<file path="config.mk">
export PLATFORM = sky130hd
export DESIGN_NAME = controlador_disco_flat
export DESIGN_NICKNAME = d
export VERILOG_FILES = /design/src/rtl/controlador_disco_pkg.sv /design/src/rtl/controlador_disco_if.sv /design/src/rtl/controlador_disco_cnt.sv /design/src/rtl/controlador_disco.sv /design/src/flat_wrapper.sv
export SDC_FILE = /design/constraint.sdc
export NUM_CORES = 1
export LEC_CHECK = 0
export CAP_MARGIN = 10
export CELL_PAD_IN_SITES_DETAIL_PLACEMENT = 0
export CELL_PAD_IN_SITES_GLOBAL_PLACEMENT = 1
export CORE_MARGIN = 1.5
export CORE_UTILIZATION = 37
export DETAILED_ROUTE_END_ITERATION = 16
export PLACE_DENSITY = 0.85
export SLEW_MARGIN = 5
export SYNTH_ARGS = -nofsm -noshare
export SYNTH_HDL_FRONTEND = slang
export SYNTH_HIERARCHICAL = 1
export SYNTH_SLANG_ARGS = --single-unit
</file>
<file path="constraint.sdc">
create_clock -name clk -period 7 [get_ports clk]
set_input_delay 1.4 -clock clk [delete_from_list [all_inputs] [get_ports clk]]
set_output_delay 1.4 -clock clk [all_outputs]
set_load 0.01 [all_outputs]
</file>
<file path="src/rtl/controlador_disco_pkg.sv">
// Shared definitions for the disk DMA controller: default widths, transfer
// direction codes and the controller state encoding.
package controlador_disco_pkg;

    localparam int DEF_ADDR_W    = 32;
    localparam int DEF_DATA_W    = 32;
    localparam int DEF_CNT_W     = 16;
    localparam int DEF_DISK_SIZE = 500;

    // Transfer direction as seen on the dir input.
    localparam logic DIR_LOAD  = 1'b0;  // disk -> memory
    localparam logic DIR_STORE = 1'b1;  // memory -> disk

    typedef enum logic [1:0] {
        IDLE   = 2'd0,
        FETCH  = 2'd1,
        PUT    = 2'd2,
        FINISH = 2'd3
    } state_t;

endpackage

</file>
<file path="src/rtl/controlador_disco_if.sv">
// Command and bus bundle of the disk DMA controller.
//   CPU command : start, dir, disk_base, mem_base, count
//   CPU status  : busy, done, err, words_done
//   Disk port   : disk_we, disk_addr, disk_wdata, disk_rdata
//   Memory port : mem_we, mem_addr, mem_wdata, mem_rdata
// The controller connects through the slave modport; the surrounding system
// (CPU, disk and memory) connects through the master modport.
interface controlador_disco_if
    import controlador_disco_pkg::*;
#(
    parameter int ADDR_W = DEF_ADDR_W,
    parameter int DATA_W = DEF_DATA_W,
    parameter int CNT_W  = DEF_CNT_W
);

    logic              start;
    logic              dir;
    logic [ADDR_W-1:0] disk_base;
    logic [ADDR_W-1:0] mem_base;
    logic [CNT_W-1:0]  count;

    logic              busy;
    logic              done;
    logic              err;
    logic [CNT_W-1:0]  words_done;

    logic              disk_we;
    logic [ADDR_W-1:0] disk_addr;
    logic [DATA_W-1:0] disk_wdata;
    logic [DATA_W-1:0] disk_rdata;

    logic              mem_we;
    logic [ADDR_W-1:0] mem_addr;
    logic [DATA_W-1:0] mem_wdata;
    logic [DATA_W-1:0] mem_rdata;

    modport slave (
        input  start, dir, disk_base, mem_base, count, disk_rdata, mem_rdata,
        output busy, done, err, words_done,
        output disk_we, disk_addr, disk_wdata, mem_we, mem_addr, mem_wdata
    );

    modport master (
        output start, dir, disk_base, mem_base, count, disk_rdata, mem_rdata,
        input  busy, done, err, words_done,
        input  disk_we, disk_addr, disk_wdata, mem_we, mem_addr, mem_wdata
    );

endinterface

</file>
<file path="src/rtl/controlador_disco_cnt.sv">
// Word index / address generator for the disk DMA controller.
// Latches the command on load, steps the word index on inc and presents the
// current disk and memory addresses (base + index) plus a last-word flag.
//   clk, rst_n      : clock, synchronous active-low reset
//   load            : latch command fields and clear the index
//   inc             : advance to the next word
//   dir_in, *_in    : command fields to latch
//   dir             : latched direction
//   disk_addr       : latched disk base + index
//   mem_addr        : latched memory base + index (wraps modulo 2^ADDR_W)
//   idx             : words transferred so far
//   last            : the current word is the final one of the block
module controlador_disco_cnt
    import controlador_disco_pkg::*;
#(
    parameter int ADDR_W = DEF_ADDR_W,
    parameter int CNT_W  = DEF_CNT_W
) (
    input  logic              clk,
    input  logic              rst_n,
    input  logic              load,
    input  logic              inc,
    input  logic              dir_in,
    input  logic [ADDR_W-1:0] disk_base_in,
    input  logic [ADDR_W-1:0] mem_base_in,
    input  logic [CNT_W-1:0]  count_in,
    output logic              dir,
    output logic [ADDR_W-1:0] disk_addr,
    output logic [ADDR_W-1:0] mem_addr,
    output logic [CNT_W-1:0]  idx,
    output logic              last
);

    logic [ADDR_W-1:0] disk_base_q;
    logic [ADDR_W-1:0] mem_base_q;
    logic [CNT_W-1:0]  count_q;

    // NOTE: state is updated with non-blocking assignments so every flop samples pre-edge values.
    always_ff @(posedge clk) begin
        if (!rst_n) begin
            dir         <= DIR_LOAD;
            disk_base_q <= '0;
            mem_base_q  <= '0;
            count_q     <= '0;
            idx         <= '0;
        end else if (load) begin
            dir         <= dir_in;
            disk_base_q <= disk_base_in;
            mem_base_q  <= mem_base_in;
            count_q     <= count_in;
            idx         <= '0;
        end else if (inc) begin
            idx <= idx + 1'b1;
        end
    end

    assign disk_addr = disk_base_q + ADDR_W'(idx);
    assign mem_addr  = mem_base_q + ADDR_W'(idx);

    // One extra bit so idx + 1 cannot wrap back onto a small count.
    assign last = ((CNT_W+1)'(idx) + (CNT_W+1)'(1)) == (CNT_W+1)'(count_q);

endmodule

</file>
<file path="src/rtl/controlador_disco.sv">
// DMA-style disk controller. Copies count words between disk and main memory,
// two cycles per word (FETCH drives the source address, PUT writes the
// destination with the read data), then pulses done. Commands whose disk
// range runs past DISK_SIZE are rejected with a one-cycle err pulse.
//   clk   : system clock, rising edge
//   rst_n : synchronous active-low reset, aborts any transfer
//   bus   : command, status, disk port and memory port (slave modport)
module controlador_disco
    import controlador_disco_pkg::*;
#(
    parameter int ADDR_W    = DEF_ADDR_W,
    parameter int DATA_W    = DEF_DATA_W,
    parameter int CNT_W     = DEF_CNT_W,
    parameter int DISK_SIZE = DEF_DISK_SIZE
) (
    input  logic                 clk,
    input  logic                 rst_n,
    controlador_disco_if.slave   bus
);

    state_t            state, state_nxt;
    logic              done_q, err_q, done_nxt, err_nxt;
    logic              cnt_load, cnt_inc;
    logic              dir_q, last;
    logic [ADDR_W-1:0] cur_disk, cur_mem;
    logic [CNT_W-1:0]  idx;
    logic [ADDR_W:0]   end_addr;
    logic              range_bad;

    logic              busy, disk_we, mem_we;
    logic [ADDR_W-1:0] disk_addr, mem_addr;
    logic [DATA_W-1:0] disk_wdata, mem_wdata;

    controlador_disco_cnt #(
        .ADDR_W (ADDR_W),
        .CNT_W  (CNT_W)
    ) u_cnt (
        .clk          (clk),
        .rst_n        (rst_n),
        .load         (cnt_load),
        .inc          (cnt_inc),
        .dir_in       (bus.dir),
        .disk_base_in (bus.disk_base),
        .mem_base_in  (bus.mem_base),
        .count_in     (bus.count),
        .dir          (dir_q),
        .disk_addr    (cur_disk),
        .mem_addr     (cur_mem),
        .idx          (idx),
        .last         (last)
    );

    // Range check one bit wider than the address so a huge base cannot wrap
    // into the valid window.
    assign end_addr  = {1'b0, bus.disk_base} + (ADDR_W+1)'(bus.count);
    assign range_bad = end_addr > (ADDR_W+1)'(DISK_SIZE);

    always_ff @(posedge clk) begin
        if (!rst_n) begin
            state  <= IDLE;
            done_q <= 1'b0;
            err_q  <= 1'b0;
        end else begin
            state  <= state_nxt;
            done_q <= done_nxt;
            err_q  <= err_nxt;
        end
    end

    always_comb begin
        // NOTE: every output gets a default first so no path leaves it unassigned (no latches).
        state_nxt  = state;
        done_nxt   = 1'b0;
        err_nxt    = 1'b0;
        cnt_load   = 1'b0;
        cnt_inc    = 1'b0;
        busy       = 1'b0;
        disk_we    = 1'b0;
        mem_we     = 1'b0;
        disk_addr  = '0;
        mem_addr   = '0;
        disk_wdata = '0;
        mem_wdata  = '0;
        case (state)
            IDLE: begin
                if (bus.start) begin
                    if (range_bad) begin
                        err_nxt = 1'b1;
                    end else begin
                        cnt_load  = 1'b1;
                        state_nxt = (bus.count == '0) ? FINISH : FETCH;
                    end
                end
            end
            FETCH: begin
                busy = 1'b1;
                if (dir_q == DIR_LOAD) disk_addr = cur_disk;
                else                   mem_addr  = cur_mem;
                state_nxt = PUT;
            end
            PUT: begin
                // Both addresses stay on the bus: the source keeps its read
                // address so its falling-edge data output holds through PUT.
                busy      = 1'b1;
                disk_addr = cur_disk;
                mem_addr  = cur_mem;
                cnt_inc   = 1'b1;
                if (dir_q == DIR_LOAD) begin
                    mem_we    = 1'b1;
                    mem_wdata = bus.disk_rdata;
                end else begin
                    disk_we    = 1'b1;
                    disk_wdata = bus.mem_rdata;
                end
                state_nxt = last ? FINISH : FETCH;
            end
            FINISH: begin
                done_nxt  = 1'b1;
                state_nxt = IDLE;
            end
            default: state_nxt = IDLE;
        endcase
    end

    assign bus.busy       = busy;
    assign bus.done       = done_q;
    assign bus.err        = err_q;
    assign bus.words_done = idx;
    assign bus.disk_we    = disk_we;
    assign bus.disk_addr  = disk_addr;
    assign bus.disk_wdata = disk_wdata;
    assign bus.mem_we     = mem_we;
    assign bus.mem_addr   = mem_addr;
    assign bus.mem_wdata  = mem_wdata;

endmodule

</file>
<file path="src/flat_wrapper.sv">
// flat-port wrapper written by rule: the top's interface ports become plain ports
module controlador_disco_flat import controlador_disco_pkg::*;
#(
    parameter int ADDR_W    = DEF_ADDR_W,
    parameter int DATA_W    = DEF_DATA_W,
    parameter int CNT_W     = DEF_CNT_W,
    parameter int DISK_SIZE = DEF_DISK_SIZE
)
  (clk, rst_n, bus_start, bus_dir, bus_disk_base, bus_mem_base, bus_count, bus_disk_rdata, bus_mem_rdata, bus_busy, bus_done, bus_err, bus_words_done, bus_disk_we, bus_disk_addr, bus_disk_wdata, bus_mem_we, bus_mem_addr, bus_mem_wdata);
  controlador_disco_if #(.ADDR_W(ADDR_W), .DATA_W(DATA_W), .CNT_W(CNT_W)) bus_i ();
  input  logic clk;
  input  logic rst_n;
  input wire logic [$bits(bus_i.start)-1:0] bus_start;
  input wire logic [$bits(bus_i.dir)-1:0] bus_dir;
  input wire logic [$bits(bus_i.disk_base)-1:0] bus_disk_base;
  input wire logic [$bits(bus_i.mem_base)-1:0] bus_mem_base;
  input wire logic [$bits(bus_i.count)-1:0] bus_count;
  input wire logic [$bits(bus_i.disk_rdata)-1:0] bus_disk_rdata;
  input wire logic [$bits(bus_i.mem_rdata)-1:0] bus_mem_rdata;
  output wire logic [$bits(bus_i.busy)-1:0] bus_busy;
  output wire logic [$bits(bus_i.done)-1:0] bus_done;
  output wire logic [$bits(bus_i.err)-1:0] bus_err;
  output wire logic [$bits(bus_i.words_done)-1:0] bus_words_done;
  output wire logic [$bits(bus_i.disk_we)-1:0] bus_disk_we;
  output wire logic [$bits(bus_i.disk_addr)-1:0] bus_disk_addr;
  output wire logic [$bits(bus_i.disk_wdata)-1:0] bus_disk_wdata;
  output wire logic [$bits(bus_i.mem_we)-1:0] bus_mem_we;
  output wire logic [$bits(bus_i.mem_addr)-1:0] bus_mem_addr;
  output wire logic [$bits(bus_i.mem_wdata)-1:0] bus_mem_wdata;
  assign bus_i.start = bus_start;
  assign bus_i.dir = bus_dir;
  assign bus_i.disk_base = bus_disk_base;
  assign bus_i.mem_base = bus_mem_base;
  assign bus_i.count = bus_count;
  assign bus_i.disk_rdata = bus_disk_rdata;
  assign bus_i.mem_rdata = bus_mem_rdata;
  assign bus_busy = bus_i.busy;
  assign bus_done = bus_i.done;
  assign bus_err = bus_i.err;
  assign bus_words_done = bus_i.words_done;
  assign bus_disk_we = bus_i.disk_we;
  assign bus_disk_addr = bus_i.disk_addr;
  assign bus_disk_wdata = bus_i.disk_wdata;
  assign bus_mem_we = bus_i.mem_we;
  assign bus_mem_addr = bus_i.mem_addr;
  assign bus_mem_wdata = bus_i.mem_wdata;
  controlador_disco #(.ADDR_W(ADDR_W), .DATA_W(DATA_W), .CNT_W(CNT_W), .DISK_SIZE(DISK_SIZE)) u_core (.clk(clk), .rst_n(rst_n), .bus(bus_i));
endmodule
</file>
---- Word-level counts from Yosys, hierarchy flattened ----
Cells that the tools add are included.
word-level totals
  bits in writable memories ............... 0
  memories ................................ 0
  bits of input ports ..................... 148
  latch bits .............................. 0
  register bits after elaboration ......... 101
  output and inout bits ................... 149
  memory bits (read-only) ................. 0
  word-level logic and storage cells ...... 51
operators by class
  bitwise operators ....................... 1
  magnitude comparators ................... 1
  reductions and logical operators ........ 6
  equal/unequal tests ..................... 6
  $mul .................................... 0
  div/mod/pow operators ................... 0
  $add $sub $neg .......................... 5
  shift-type cells ........................ 0
  multiplexer cells ....................... 24
operators with widths
  kind                                                  count
  2-to-1 mux 32 bit                                     6
  case mux 32 bit (2 select lines)                      2
  adder 32 x 16 -> 32 bit                               2
  adder 32 x 16 -> 33 bit                               1
  > comparator 33 x 9 -> 1 bit (second input constant)  1
  adder 16 x 1 -> 17 bit (second input constant)        1
  == test 17 x 16 -> 1 bit                              1
  adder 16 x 1 -> 16 bit (second input constant)        1
  zero test 16 bit                                      1
  2-to-1 mux 1 bit                                      11
  2-to-1 mux 2 bit                                      4
  case mux 2 bit (4 select lines)                       1
  == test 2 bit (second input constant)                 2
  inequality test 2 bit (second input constant)         2
  OR reduction 2 bit                                    2
  AND reduction 3 bit                                   1
  == test 2 x 1 -> 1 bit (second input constant)        1
  zero test 2 bit                                       1
  AND reduction 2 bit                                   1
  inverter 1 bit                                        1

---- Logic depth before layout (Yosys ltp) ----
  depth after elaboration ................. 6
  depth in mapped cells ................... 16
  depth with buffers taken out ............ 13

---- Cells and area by module ----
Netlist, hierarchy kept.
modules (own cells, without submodules)
  module                 times used  seq. area each (µm²)  cells an instance  area an instance (µm²)
  controlador_disco_cnt  1           1,941.9               747                6,516.2
  controlador_disco      1           80.1                  413                2,710.1

---- Worst setup path after synthesis ----
Ideal clock, no wire load.
  kind .................................... input-to-reg
  from .................................... in bus_disk_base[0]
  to ...................................... reg u_core.u_cnt.count_q[0]
  cell stages on the path ................. 15
  data required time ...................... 6,883 ps
  arrival time ............................ 4,899 ps
  library setup time ...................... 117 ps
  buffers on the path ..................... 2
  slack ................................... 1,984 ps
  cell sequence ........................... ha_1 fa_1 or3b_1 a211oi_1 a211oi_1 o221ai_1 a211o_1 nand4_1 or4_4 nor3_2 and2_1 clkbuf_1 buf_1 mux2i_1 nor2b_1
between the ends
  longest elaborated chain between the ends .. 5
RTL lines
  what                          line                         source
  start, declared               flat_wrapper.sv:15           input wire logic [$bits(bus_i.disk_base)-1:0] bus_disk_base;
  adder 32 x 16 -> 33 bit       controlador_disco.sv:55      assign end_addr = {1'b0, bus.disk_base} + (ADDR_W+1)'(bus.count);
  > comparator 33 x 9 -> 1 bit  controlador_disco.sv:56      assign range_bad = end_addr > (ADDR_W+1)'(DISK_SIZE);
  2-to-1 mux 1 bit              controlador_disco.sv:87      if (range_bad) begin
  2-to-1 mux 1 bit              controlador_disco.sv:86      if (bus.start) begin
  2-to-1 mux 1 bit              controlador_disco.sv:84      case (state)
  named net u_core.cnt_load     controlador_disco.sv:23      logic cnt_load, cnt_inc;
  end signal, assigned          controlador_disco_cnt.sv:50  count_q <= count_in;
  end, declared                 controlador_disco_cnt.sv:36  logic [CNT_W-1:0] count_q;
The timed path passes the listed nets, and every way through them passes these cells.
A chain may end at the register's enable or synchronous reset.

---- Final worst setup path ----
  from .................................... in bus_count[0]
  to ...................................... reg u_core.u_cnt.mem_base_q[19]
between the ends
  longest elaborated chain between the ends .. 5
RTL lines
  what                          line                         source
  start, declared               flat_wrapper.sv:17           input wire logic [$bits(bus_i.count)-1:0] bus_count;
  adder 32 x 16 -> 33 bit       controlador_disco.sv:55
  > comparator 33 x 9 -> 1 bit  controlador_disco.sv:56
  2-to-1 mux 1 bit              controlador_disco.sv:87
  2-to-1 mux 1 bit              controlador_disco.sv:86
  2-to-1 mux 1 bit              controlador_disco.sv:84
  named net u_core.cnt_load     controlador_disco.sv:23
  end signal, assigned          controlador_disco_cnt.sv:49  mem_base_q <= mem_base_in;
  end, declared                 controlador_disco_cnt.sv:35  logic [ADDR_W-1:0] mem_base_q;
The timed path passes the listed nets, and every way through them passes these cells.

==> summary.txt <==
Drt
  – Via-to-Cell Ratio: between 5 and 6
  – Via count: roughly 9,500
  – DRC: 0
  – DR iter-0 viols: roughly 600
  – WL/cell: about 18 µm
  – DRT Pass-1 Iters: 5
  – Final WL: 32,390 µm
  – Post-DRT Antenna Nets: 0

Timing
  – Setup Skew: 0.01526 ns
  – Pins Over Slew Limit: 0
  – Final hold viol count: 0
  – Min Clock Period, post-route: approximately 5.8 ns
  – Final setup violation count: 0
  – Unrepaired setup endpoints after global routing: false
  – Least-Margin Pin Slew: 1.049 ns
  – Period utilization: approximately 82%
  – Relative slew slack: 29.66%
  – Hold_ws: approximately 0.53 ns
  – F_max: 0.1732 GHz
  – TNS Setup: 0 ns

Yosys
  – Sequential share of the synthesized area: between 20% and 30%
  – Count of different cell masters after synthesis: 75
  – Number of synthesized flops with an enable pin: 0
  – Syn_nets: around 1,400
  – #FFs+latches synth: approximately 100
  – Asr flop ratio synth: 0%
  – Mapped Area: roughly 0.0092 mm²
  – Avg Cell Area, Syn: a little under 8 µm²
  – Warnings, synthesis: 6
  – Cells after Synth: between 1,000 and 1,500
  – Top-area cell type share of the netlist area: 21.91%
  – Synth Flop Type: dfxtp_1
  – Synth area leader: dfxtp_1
  – Synth area leaders: dfxtp_1 22%, mux2i_1 9.5%, and2_1 7.2%

Run status
  – Status: completed

Die
  – Core ar.: around 0.024 mm²
  – Starting density of the core: a little under two fifths
  – Num ports: about 300
  – Die width: approximately 160 µm
  – Site Rows: 57
  – Die height: approximately 160 µm
  – Die Footprint: approximately 0.026 mm²

Worst setup path
  – Crit path required time: just over 7 ns
  – CP dominant cell by count: mux2i_1
  – Crit Path Max Fanout: 25
  – Cell at the slowest stage of the critical path: clkdlybuf4s50_1
  – Kind of critical path: input pin to register
  – Endpoint type of the worst setup path: register
  – Crit path cell chain: clkdlybuf4s50_1 -> ha_1 -> fa_1 -> a21o_1 -> nand4_1 -> a211oi_2 -> a31oi_1 -> o31ai_1 -> mux2i_1 -> or4_4 -> nor3_2 -> and2_4 -> buf_4 -> mux2i_1 -> nor2b_1
  – Arr. time, crit path: ~6.0 ns
  – CP startpoint kind: input pin
  – Slowest stage delay, CP: about 0.58 ns

Clock tree
  – Insertion delay to the later sink of the worst-skew pair: between 0.3 and 0.4 ns
  – Cts hold-fix bufs: 0
  – Post-CTS Resized: 0
  – CTS tree: built
  – Clk sinks: around 100
  – CTS Buffer Depth: 2
  – Post-CTS Setup Bufs: 0
  – Root Buffer: clkbuf_16
  – H-tree depth: 3
  – CTS buffer count: 9
  – CTS clk-pin slew, worst paths: ~0.08 ns

Power
  – Power density cells: between 100 and 150 mW/mm²
  – VDD IR-drop max: 0.0001290 V
  – Leak: between 0.004 and 0.005 µW

Final layout
  – Final #Nets: ~1,600
  – Fill count: between 2,000 and 2,500
  – Layout Cells excl Fill: ~1,800
  – Most common cell after layout, fill and taps aside: clkdlybuf4s50_1
  – Most frequent cells in the layout: 295 x clkdlybuf4s50_1, 105 x and2_1, 101 x dfxtp_1
  – Share of layout cells above drive strength 1: 3.354%
  – P&R area growth vs syn: 38.23%

Placed design
  – # placed instances: around 1,700
  – GPL Wtd Cong: 0.9258
  – DPL Wire Length: about 26,000 µm
  – I/O Buffers: just under 300

Global route
  – Initial antenna violation count: 1
  – Global-route wire length before repair: roughly 49,000 µm
  – Number of global-route vias before repair: about 8,900
  – Overflow left after global routing: 0
  – Largest net degree at the start of global routing: 65
  – Total track usage: 23.94%

Hold path
  – Worst hold path class: register to register

Run
  – Max cap viols: 0
## cells in the mapped netlist (11+ instances only)
cell type,instances
nand4_1,17
a21o_1,18
clkbuf_1,35
nor2b_1,92
ha_1,53
a21oi_1,65
a211oi_1,17
xnor2_1,57
dfxtp_1,101
and2_1,106
or3_1,11
and3_1,46
nor3_1,15
inv_1,26
o21ai_0,39
mux2i_1,88
o211ai_1,15
o21a_1,11
nand2b_1,14
nand3_1,37
nor4_1,12
xor2_1,33
nand2_1,53
nor2_1,74
## critical path, delay by kind of cell
| family | cells | cell delay (ns) |
|---|---|---|
| simple gates | 5 | 1.36 |
| compound gates | 4 | 1.28 |
| mux | 2 | 0.42 |
| fa+ha+maj | 2 | 0.48 |
| buf+inv | 2 | 1.05 |
## routing by layer
metal	vias to the layer above	routed length, µm	global-route usage (%)
met5	-	0	0
met4	0	531	5.135
met3	32	1848	4.029
met2	335	15460	41.09
met1	4411	14550	31.39
li1	4686	-	-
## power breakdown
part           internal [µW]  switching (µW)  total, µW
Clock                    246             236        482
Combinational            127             118        245
Sequential               574           0.323        575
Total                    948             354       1300
## cells by family after synthesis
group | share of synthesized area [%]
AO/OA/AOI/OAI | 16.71
XOR/XNOR | 8.544
adder cells (fa/ha/maj) | 7.838
buffers and inverters | 3.295
flip-flops | 21.91
multiplexers | 9.547
AND/OR/NAND/NOR | 32.15
## path summary, 6_finish.rpt
| kind | from | endpoint | slack (ns) | depth (start not counted) |
|---|---|---|---|---|
| worst min register to register | u_core/u_cnt/disk_base_q[14] | u_core/u_cnt/disk_base_q[14] | 0.53 | 2 |
| worst max-delay path | bus_count[0] | u_core/u_cnt/mem_base_q[19] | 1.23 | 15 |
| worst max register to register | u_core/u_cnt/idx[0] | u_core/state[1] | 3.95 | 11 |
| worst min-delay path | u_core/u_cnt/disk_base_q[14] | u_core/u_cnt/disk_base_q[14] | 0.53 | 2 |
## sequential cells by signal, summed over array words and instances (netlist names)
| name | cells |
|---|---|
| u_core/state | 2 |
| u_core/u_cnt/dir | 1 |
| u_core/bus.done | 1 |
| u_core/u_cnt/mem_base_q | 32 |
| u_core/u_cnt/idx | 16 |
| u_core/bus.err | 1 |
| u_core/u_cnt/disk_base_q | 32 |
| u_core/u_cnt/count_q | 16 |
## through the flow
step                      worst slack [ns]  instance area (µm²)  utilization [%]  total power (µW)
final                                1.226                12750            52.29              1302
after global placement               1.006                12470            51.11             829.3
after floorplan                      1.984                 9226                -             697.5
after global routing                 1.019                12750            52.28              1351
after detailed placement            0.9861                12470            51.11             828.6
after CTS                            1.361                12750            52.28              1313
## final cells by class
| cell class | count | area, µm² | area share [%] |
|---|---|---|---|
| well taps | 324 | 405.4 | 3.179 |
| flip-flops and latches | 101 | 2022 | 15.85 |
| repair buffers | 305 | 3038 | 23.82 |
| clock inverters | 7 | 60.06 | 0.4709 |
| inverters | 26 | 97.59 | 0.7652 |
| multi-input cells | 983 | 6903 | 54.13 |
| clock buffers | 9 | 225.2 | 1.766 |
| diodes | 1 | 2.502 | 0.01962 |
(Power assumes the default switching activity.)
